`src/rtl/vr16_pc_pkg.sv`:
```
// Shared types and default vectors for the VR16 fetch-stage program counter.
package vr16_pc_pkg;

  // One action per advancing cycle, listed in priority order after HOLD.
  typedef enum logic [2:0] {
    CMD_HOLD,
    CMD_RESTART,
    CMD_CALL,
    CMD_RET,
    CMD_BRANCH,
    CMD_INC
  } pc_cmd_t;

  localparam logic [15:0] DEF_RESET_VECTOR = 16'h0000;
  localparam logic [15:0] DEF_TRAP_VECTOR  = 16'hFFF0;

endpackage

```
`src/rtl/pc_ras_unit_if.sv`:
```
// Control-unit <-> program-counter bundle: command strobes in, pc and stack status out.
interface pc_ras_unit_if #(
  parameter int ADDR_W      = 16,
  parameter int STACK_DEPTH = 8
);
  localparam int LVL_W = $clog2(STACK_DEPTH) + 1;

  logic              advance;
  logic              restart;
  logic              call_en;
  logic [ADDR_W-1:0] call_target;
  logic              ret_en;
  logic              branch_en;
  logic [ADDR_W-1:0] branch_offset;
  logic              err_clear;
  logic [ADDR_W-1:0] pc;
  logic [LVL_W-1:0]  stack_level;
  logic              stack_full;
  logic              stack_empty;
  logic              overflow_err;
  logic              underflow_err;

  // Control unit side
  modport master (
    output advance, restart, call_en, call_target, ret_en, branch_en,
           branch_offset, err_clear,
    input  pc, stack_level, stack_full, stack_empty, overflow_err, underflow_err
  );

  // Program counter side
  modport slave (
    input  advance, restart, call_en, call_target, ret_en, branch_en,
           branch_offset, err_clear,
    output pc, stack_level, stack_full, stack_empty, overflow_err, underflow_err
  );
endinterface

```
`src/rtl/return_addr_stack.sv`:
```
// LIFO of return addresses. Push when full and pop when empty are ignored.
// The top entry is read combinationally so a value pushed on one edge can be
// popped on the very next edge.
module return_addr_stack #(
  parameter  int WIDTH = 16,
  parameter  int DEPTH = 8,
  localparam int LVL_W = $clog2(DEPTH) + 1,
  localparam int IDX_W = $clog2(DEPTH)
) (
  input  logic             clk,
  input  logic             reset,
  input  logic             clear_i,
  input  logic             push_i,
  input  logic             pop_i,
  input  logic [WIDTH-1:0] din_i,
  output logic [WIDTH-1:0] dout_o,
  output logic [LVL_W-1:0] level_o,
  output logic             full_o,
  output logic             empty_o
);
  // Entry storage has no reset: contents are meaningless once level drops.
  logic [WIDTH-1:0] mem_q [DEPTH];
  logic [LVL_W-1:0] level_q, level_d;
  logic [LVL_W-1:0] top_lvl;
  logic             do_push, do_pop;

  assign full_o  = (level_q == LVL_W'(DEPTH));
  assign empty_o = (level_q == '0);
  assign do_push = push_i && !full_o;
  assign do_pop  = pop_i && !empty_o;
  assign top_lvl = level_q - LVL_W'(1);
  assign dout_o  = mem_q[top_lvl[IDX_W-1:0]];
  assign level_o = level_q;

  // Write the pushed address into the slot just above the current top.
  always_ff @(posedge clk) begin
    if (do_push) mem_q[level_q[IDX_W-1:0]] <= din_i;
  end

  // Next fill level: clear beats push beats pop.
  always_comb begin
    level_d = level_q;
    if (clear_i)      level_d = '0;
    else if (do_push) level_d = level_q + LVL_W'(1);
    else if (do_pop)  level_d = level_q - LVL_W'(1);
  end

  // Fill level register.
  always_ff @(posedge clk or posedge reset) begin
    if (reset) level_q <= '0;
    else       level_q <= level_d;
  end
endmodule

```
`src/rtl/pc_ras_unit.sv`:
```
// VR16 program counter with return-address stack, relative branches, restart
// vector and sticky stack overflow/underflow flags.
module pc_ras_unit
  import vr16_pc_pkg::*;
#(
  parameter int              ADDR_W       = 16,
  parameter int              STACK_DEPTH  = 8,
  parameter logic [ADDR_W-1:0] RESET_VECTOR = ADDR_W'(DEF_RESET_VECTOR),
  parameter logic [ADDR_W-1:0] TRAP_VECTOR  = ADDR_W'(DEF_TRAP_VECTOR)
) (
  input logic         clk,
  input logic         reset,
  pc_ras_unit_if.slave bus
);
  localparam int LVL_W = $clog2(STACK_DEPTH) + 1;

  pc_cmd_t           cmd;
  logic [ADDR_W-1:0] pc_q, pc_d;
  logic              ovf_q, ovf_d;
  logic              unf_q, unf_d;
  logic [ADDR_W-1:0] ras_top;
  logic [LVL_W-1:0]  ras_level;
  logic              ras_full, ras_empty;

  return_addr_stack #(
    .WIDTH (ADDR_W),
    .DEPTH (STACK_DEPTH)
  ) u_ras (
    .clk     (clk),
    .reset   (reset),
    .clear_i (cmd == CMD_RESTART),
    .push_i  (cmd == CMD_CALL),
    .pop_i   (cmd == CMD_RET),
    .din_i   (pc_q + ADDR_W'(1)),
    .dout_o  (ras_top),
    .level_o (ras_level),
    .full_o  (ras_full),
    .empty_o (ras_empty)
  );

  // Pick the single highest-priority action for this cycle.
  always_comb begin
    cmd = CMD_HOLD;
    if (bus.advance) begin
      if (bus.restart)        cmd = CMD_RESTART;
      else if (bus.call_en)   cmd = CMD_CALL;
      else if (bus.ret_en)    cmd = CMD_RET;
      else if (bus.branch_en) cmd = CMD_BRANCH;
      else                    cmd = CMD_INC;
    end
  end

  // Next pc and flags; err_clear acts even without advance, but a set event wins.
  always_comb begin
    pc_d  = pc_q;
    ovf_d = bus.err_clear ? 1'b0 : ovf_q;
    unf_d = bus.err_clear ? 1'b0 : unf_q;
    unique case (cmd)
      CMD_RESTART: pc_d = RESET_VECTOR;
      CMD_CALL: begin
        pc_d = bus.call_target;
        if (ras_full) ovf_d = 1'b1;
      end
      CMD_RET: begin
        if (ras_empty) begin
          pc_d  = TRAP_VECTOR;
          unf_d = 1'b1;
        end else begin
          pc_d = ras_top;
        end
      end
      CMD_BRANCH: pc_d = pc_q + bus.branch_offset;
      CMD_INC:    pc_d = pc_q + ADDR_W'(1);
      default:    pc_d = pc_q;
    endcase
  end

  // pc and sticky error registers.
  always_ff @(posedge clk or posedge reset) begin
    if (reset) begin
      pc_q  <= RESET_VECTOR;
      ovf_q <= 1'b0;
      unf_q <= 1'b0;
    end else begin
      pc_q  <= pc_d;
      ovf_q <= ovf_d;
      unf_q <= unf_d;
    end
  end

  assign bus.pc            = pc_q;
  assign bus.stack_level   = ras_level;
  assign bus.stack_full    = ras_full;
  assign bus.stack_empty   = ras_empty;
  assign bus.overflow_err  = ovf_q;
  assign bus.underflow_err = unf_q;
endmodule

```
`src/flat_wrapper.sv`:
```
// flat-port wrapper written by rule: the top's interface ports become plain ports
module pc_ras_unit_flat import vr16_pc_pkg::*;
#(
  parameter int              ADDR_W       = 16,
  parameter int              STACK_DEPTH  = 8,
  parameter logic [ADDR_W-1:0] RESET_VECTOR = ADDR_W'(DEF_RESET_VECTOR),
  parameter logic [ADDR_W-1:0] TRAP_VECTOR  = ADDR_W'(DEF_TRAP_VECTOR)
)
  (clk, reset, bus_advance, bus_restart, bus_call_en, bus_call_target, bus_ret_en, bus_branch_en, bus_branch_offset, bus_err_clear, bus_pc, bus_stack_level, bus_stack_full, bus_stack_empty, bus_overflow_err, bus_underflow_err);
  pc_ras_unit_if #(.ADDR_W(ADDR_W), .STACK_DEPTH(STACK_DEPTH)) bus_i ();
  input logic clk;
  input logic reset;
  input wire logic [$bits(bus_i.advance)-1:0] bus_advance;
  input wire logic [$bits(bus_i.restart)-1:0] bus_restart;
  input wire logic [$bits(bus_i.call_en)-1:0] bus_call_en;
  input wire logic [$bits(bus_i.call_target)-1:0] bus_call_target;
  input wire logic [$bits(bus_i.ret_en)-1:0] bus_ret_en;
  input wire logic [$bits(bus_i.branch_en)-1:0] bus_branch_en;
  input wire logic [$bits(bus_i.branch_offset)-1:0] bus_branch_offset;
  input wire logic [$bits(bus_i.err_clear)-1:0] bus_err_clear;
  output wire logic [$bits(bus_i.pc)-1:0] bus_pc;
  output wire logic [$bits(bus_i.stack_level)-1:0] bus_stack_level;
  output wire logic [$bits(bus_i.stack_full)-1:0] bus_stack_full;
  output wire logic [$bits(bus_i.stack_empty)-1:0] bus_stack_empty;
  output wire logic [$bits(bus_i.overflow_err)-1:0] bus_overflow_err;
  output wire logic [$bits(bus_i.underflow_err)-1:0] bus_underflow_err;
  assign bus_i.advance = bus_advance;
  assign bus_i.restart = bus_restart;
  assign bus_i.call_en = bus_call_en;
  assign bus_i.call_target = bus_call_target;
  assign bus_i.ret_en = bus_ret_en;
  assign bus_i.branch_en = bus_branch_en;
  assign bus_i.branch_offset = bus_branch_offset;
  assign bus_i.err_clear = bus_err_clear;
  assign bus_pc = bus_i.pc;
  assign bus_stack_level = bus_i.stack_level;
  assign bus_stack_full = bus_i.stack_full;
  assign bus_stack_empty = bus_i.stack_empty;
  assign bus_overflow_err = bus_i.overflow_err;
  assign bus_underflow_err = bus_i.underflow_err;
  pc_ras_unit #(.ADDR_W(ADDR_W), .STACK_DEPTH(STACK_DEPTH), .RESET_VECTOR(RESET_VECTOR), .TRAP_VECTOR(TRAP_VECTOR)) u_core (.clk(clk), .reset(reset), .bus(bus_i));
endmodule
```
`config.mk`:
```
export PLATFORM = sky130hd
export DESIGN_NAME = pc_ras_unit_flat
export DESIGN_NICKNAME = d
export VERILOG_FILES = /design/src/rtl/vr16_pc_pkg.sv /design/src/rtl/pc_ras_unit_if.sv /design/src/rtl/return_addr_stack.sv /design/src/rtl/pc_ras_unit.sv /design/src/flat_wrapper.sv
export SDC_FILE = /design/constraint.sdc
export NUM_CORES = 1
export LEC_CHECK = 0
export CORE_AREA = 2 2 149 108
export DETAILED_ROUTE_END_ITERATION = 7
export DIE_AREA = 0 0 151 110
export GPL_ROUTABILITY_DRIVEN = 0
export PLACE_DENSITY = 0.72
export SKIP_CTS_REPAIR_TIMING = 1
export SYNTH_ARGS = -nofsm -noshare
export SYNTH_HDL_FRONTEND = slang
export SYNTH_HIERARCHICAL = 1
export SYNTH_SLANG_ARGS = --single-unit
```
`constraint.sdc`:
```
create_clock -name clk -period 2.8 [get_ports clk]
set_input_delay 0.84 -clock clk [delete_from_list [all_inputs] [get_ports clk]]
set_output_delay 0.84 -clock clk [all_outputs]
set_load 0.02 [all_outputs]
```
==> flow_metrics.env, run 1 <==
export IMPL_path_class="primary input to flop"
export IMPL_power_leakage_nw=3.53
export IMPL_netlist_top_cells_count="edfxtp_1 (128), nand2_1 (37), nor2_1 (31)"
export IMPL_detail_route_antenna_nets=0
export IMPL_antenna_cells=0
export IMPL_cp_data_required_time_ps=3110
export IMPL_via_per_inst=5.97
export IMPL_fin_crit_sh_pct=96.8
export IMPL_wl_microns=18500
export IMPL_cts_tree="built"
export IMPL_die_height_microns=110
export IMPL_clock_sinks=150
export IMPL_antenna_found_initial=0
export IMPL_hold_path_class="flop to flop"
export IMPL_area_growth_pct=28.0
export IMPL_worstPathArrival_ps=3010
export IMPL_rows=38
export IMPL_drc_errors=0
export IMPL_syn_nets=571
export IMPL_ys_flop_type="edfxtp_1"
export IMPL_yosys_cell_types_count=65
export IMPL_insertion_delay_ps=420
export IMPL_root_buffer="clkbuf_16"
export IMPL_ir_worst_vdd_v=0.000536
export IMPL_synth_seq_cells=150
export IMPL_switching_share_pct=32.0
export IMPL_finalPower_mw=8.86
export IMPL_status="completed"
export IMPL_synth_area_sq_um=7440
export IMPL_avgRoutedWirePerCell_microns=21.8
export IMPL_slew_headroom_pct=48.7
export IMPL_finalSetupViolations=0
export IMPL_core_area_sq_um=15100
export IMPL_cts_made_buffers=17
export IMPL_grt_max_degree=41
export IMPL_yosysMostFrequentCell="edfxtp_1"
export IMPL_fmax_mhz=369
export IMPL_drt_initial_drc_count=623
export IMPL_grt_pass1_wl_microns=28200
export IMPL_ioPinCount=64
export IMPL_pwr_share_clk_pct=26.5
export IMPL_hold_violations=0
export IMPL_maxCapViolations=0
export IMPL_clk_pin_slew_ps=60
export IMPL_p_switching_mw=2.84
export IMPL_fin_nets=698
export IMPL_synth_top_cell_by_area="edfxtp_1"
export IMPL_powerDensity_nw_per_um2=930
export IMPL_syn_area_per_cell_sq_um=14.5
export IMPL_fillers=1088
export IMPL_grt_overflow=0
export IMPL_firstDrtPassIters=5
export IMPL_combPwrFrac_pct=41.1
export IMPL_worst_pin_slew_ps=764
export IMPL_vias=5082
export IMPL_h_tree_depth=4
export IMPL_synth_edff_count=128
export IMPL_dieWidth_microns=151
export IMPL_ys_async_sr_fraction_pct=14.7
export IMPL_rsz0062_at_grt="no"
export IMPL_grt_pass1_vias=5010
export IMPL_synthCells=512
export IMPL_start_util_pct=49.2
export IMPL_period_needed_ps=2710
export IMPL_startpoint_type="primary input"
export IMPL_crit_path_max_fanout=4
export IMPL_place_port_buffers=63
export IMPL_final_setup_skew_ps=13.1
export IMPL_endpoint_kind="flop"
export IMPL_drive_gt1_share_pct=25.2
export IMPL_r2r_slack_ps=300
export IMPL_yosysWarnings=6
export IMPL_seqPwrFrac_pct=32.4
export IMPL_clk_path_buf_depth=2
export IMPL_dieArea_sq_um=16600
export IMPL_drv_slew=0
export IMPL_whs_ps=528
export IMPL_place_hpwl_microns=12600
export IMPL_seq_area_frac_synth_pct=59.1
export IMPL_synthTopCellsByArea="edfxtp_1 (52%), dfrtp_1 (7.4%), mux4_2 (5.8%)"
export IMPL_intPower_mw=6.02
export IMPL_track_usage_pct=23.5
export IMPL_synth_top_area_share_pct=51.7
## final timing paths
| check | startpoint | to | cells after the start |
|---|---|---|---|
| setup / recovery | bus_branch_offset[0] | u_core/bus.pc[12]$_DFFE_PP0P_ | 11 |
| setup reg to reg | u_core/u_ras/level_o[0]$_DFFE_PP0P_ | u_core/bus.pc[4]$_DFFE_PP0P_ | 8 |
| hold / removal | u_core/bus.overflow_err$_DFF_PP0_ | u_core/bus.overflow_err$_DFF_PP0_ | 2 |
| hold reg to reg | u_core/bus.overflow_err$_DFF_PP0_ | u_core/bus.overflow_err$_DFF_PP0_ | 2 |
| max in group asynchronous | reset | u_core/bus.pc[7]$_DFFE_PP0P_ | 3 |
| min in group asynchronous | reset | u_core/u_ras/level_o[1]$_DFFE_PP0P_ | 2 |
## per-stage QoR
stage	cell area (sq um)	instances	TNS (ps)	utilization [%]	setup WS (ps)
after CTS	9510	851	-204	62.9	-176
after global placement	8900	820	-1360	58.9	-231
after detailed placement	8900	820	-3210	58.9	-348
final	9520	851	0	63.0	90.7
after floorplan	7540	512	0	-	40.5
after global routing	9520	851	0	63.0	14.5
## cell families after synthesis
family	count (synthesis)	share of synthesized area, %
flops	150	59.1
simple gates	123	8.16
compound gates	101	9.27
mux	58	14.7
buf+inv	38	2.54
xor+xnor	23	2.96
fa+ha+maj	19	3.30
## sequential cells by signal (all words and copies together) (netlist names)
signal                    cells
u_core/u_ras/level_o          4
u_core/u_ras/mem_q          128
u_core/bus.pc                16
u_core/bus.underflow_err      1
u_core/bus.overflow_err       1
## cells in the final DEF, fill, tap and decap left out, types with 13 or more instances in the layout
cell and n:
nor2_1 24, inv_1 17, o21ai_0 28, clkdlybuf4s50_1 61, nand2_1 37, ha_1 18, a21oi_1 18, buf_4 56
clkbuf_16 17, edfxtp_1 128, mux4_2 19, dfrtp_1 21, xnor2_1 15, nand3_1 15, mux4_1 13
## routing by layer
metal  vias up  track usage, %  share of wire, %
li1       2261               -                 -
met1      2573            33.4                44
met2       227            35.7                46
met3        21            6.50               9.0
met4         0            6.88              0.92
met5         -               0                 0
## critical path, cell delays in order
cell and delay (ps):
clkdlybuf4s50_1 410, ha_1 230, inv_1 100, fa_2 240, nor2b_2 60, o31ai_2 300, a21oi_2 100, buf_4 180
a21oi_2 210, nor4_1 80, a211o_1 270
## layout make-up
class                           instances  area, sq um  area share (%)
Sequential cell                       150         4400            46.2
Multi-Input combinational cell        324         2950            31.0
Clock buffer                           18          429            4.51
Clock inverter                         13          179            1.88
Tap cell                              200          250            2.63
Inverter                               17         63.8           0.670
Timing Repair Buffer                  129         1260            13.2
## power groups by stage
stage	sequential, mW	combinational [mW]	clock (mW)
6_report	2.87	3.64	2.35
5_1_grt	2.89	3.91	2.47
4_1_cts	2.87	3.64	2.38
3_5_place_dp	2.91	3.61	0
3_3_place_gp	2.90	3.54	0
2_1_floorplan	2.98	2.36	0
No activity file was read; power rests on OpenSTA's default activity.
==> inputs of run 2 (changes only) <==
SLEW_MARGIN = 25   (was unset)
==> results of run 2 <==
Same layout as run 1: the final DEF is identical, and so are final timing and power.
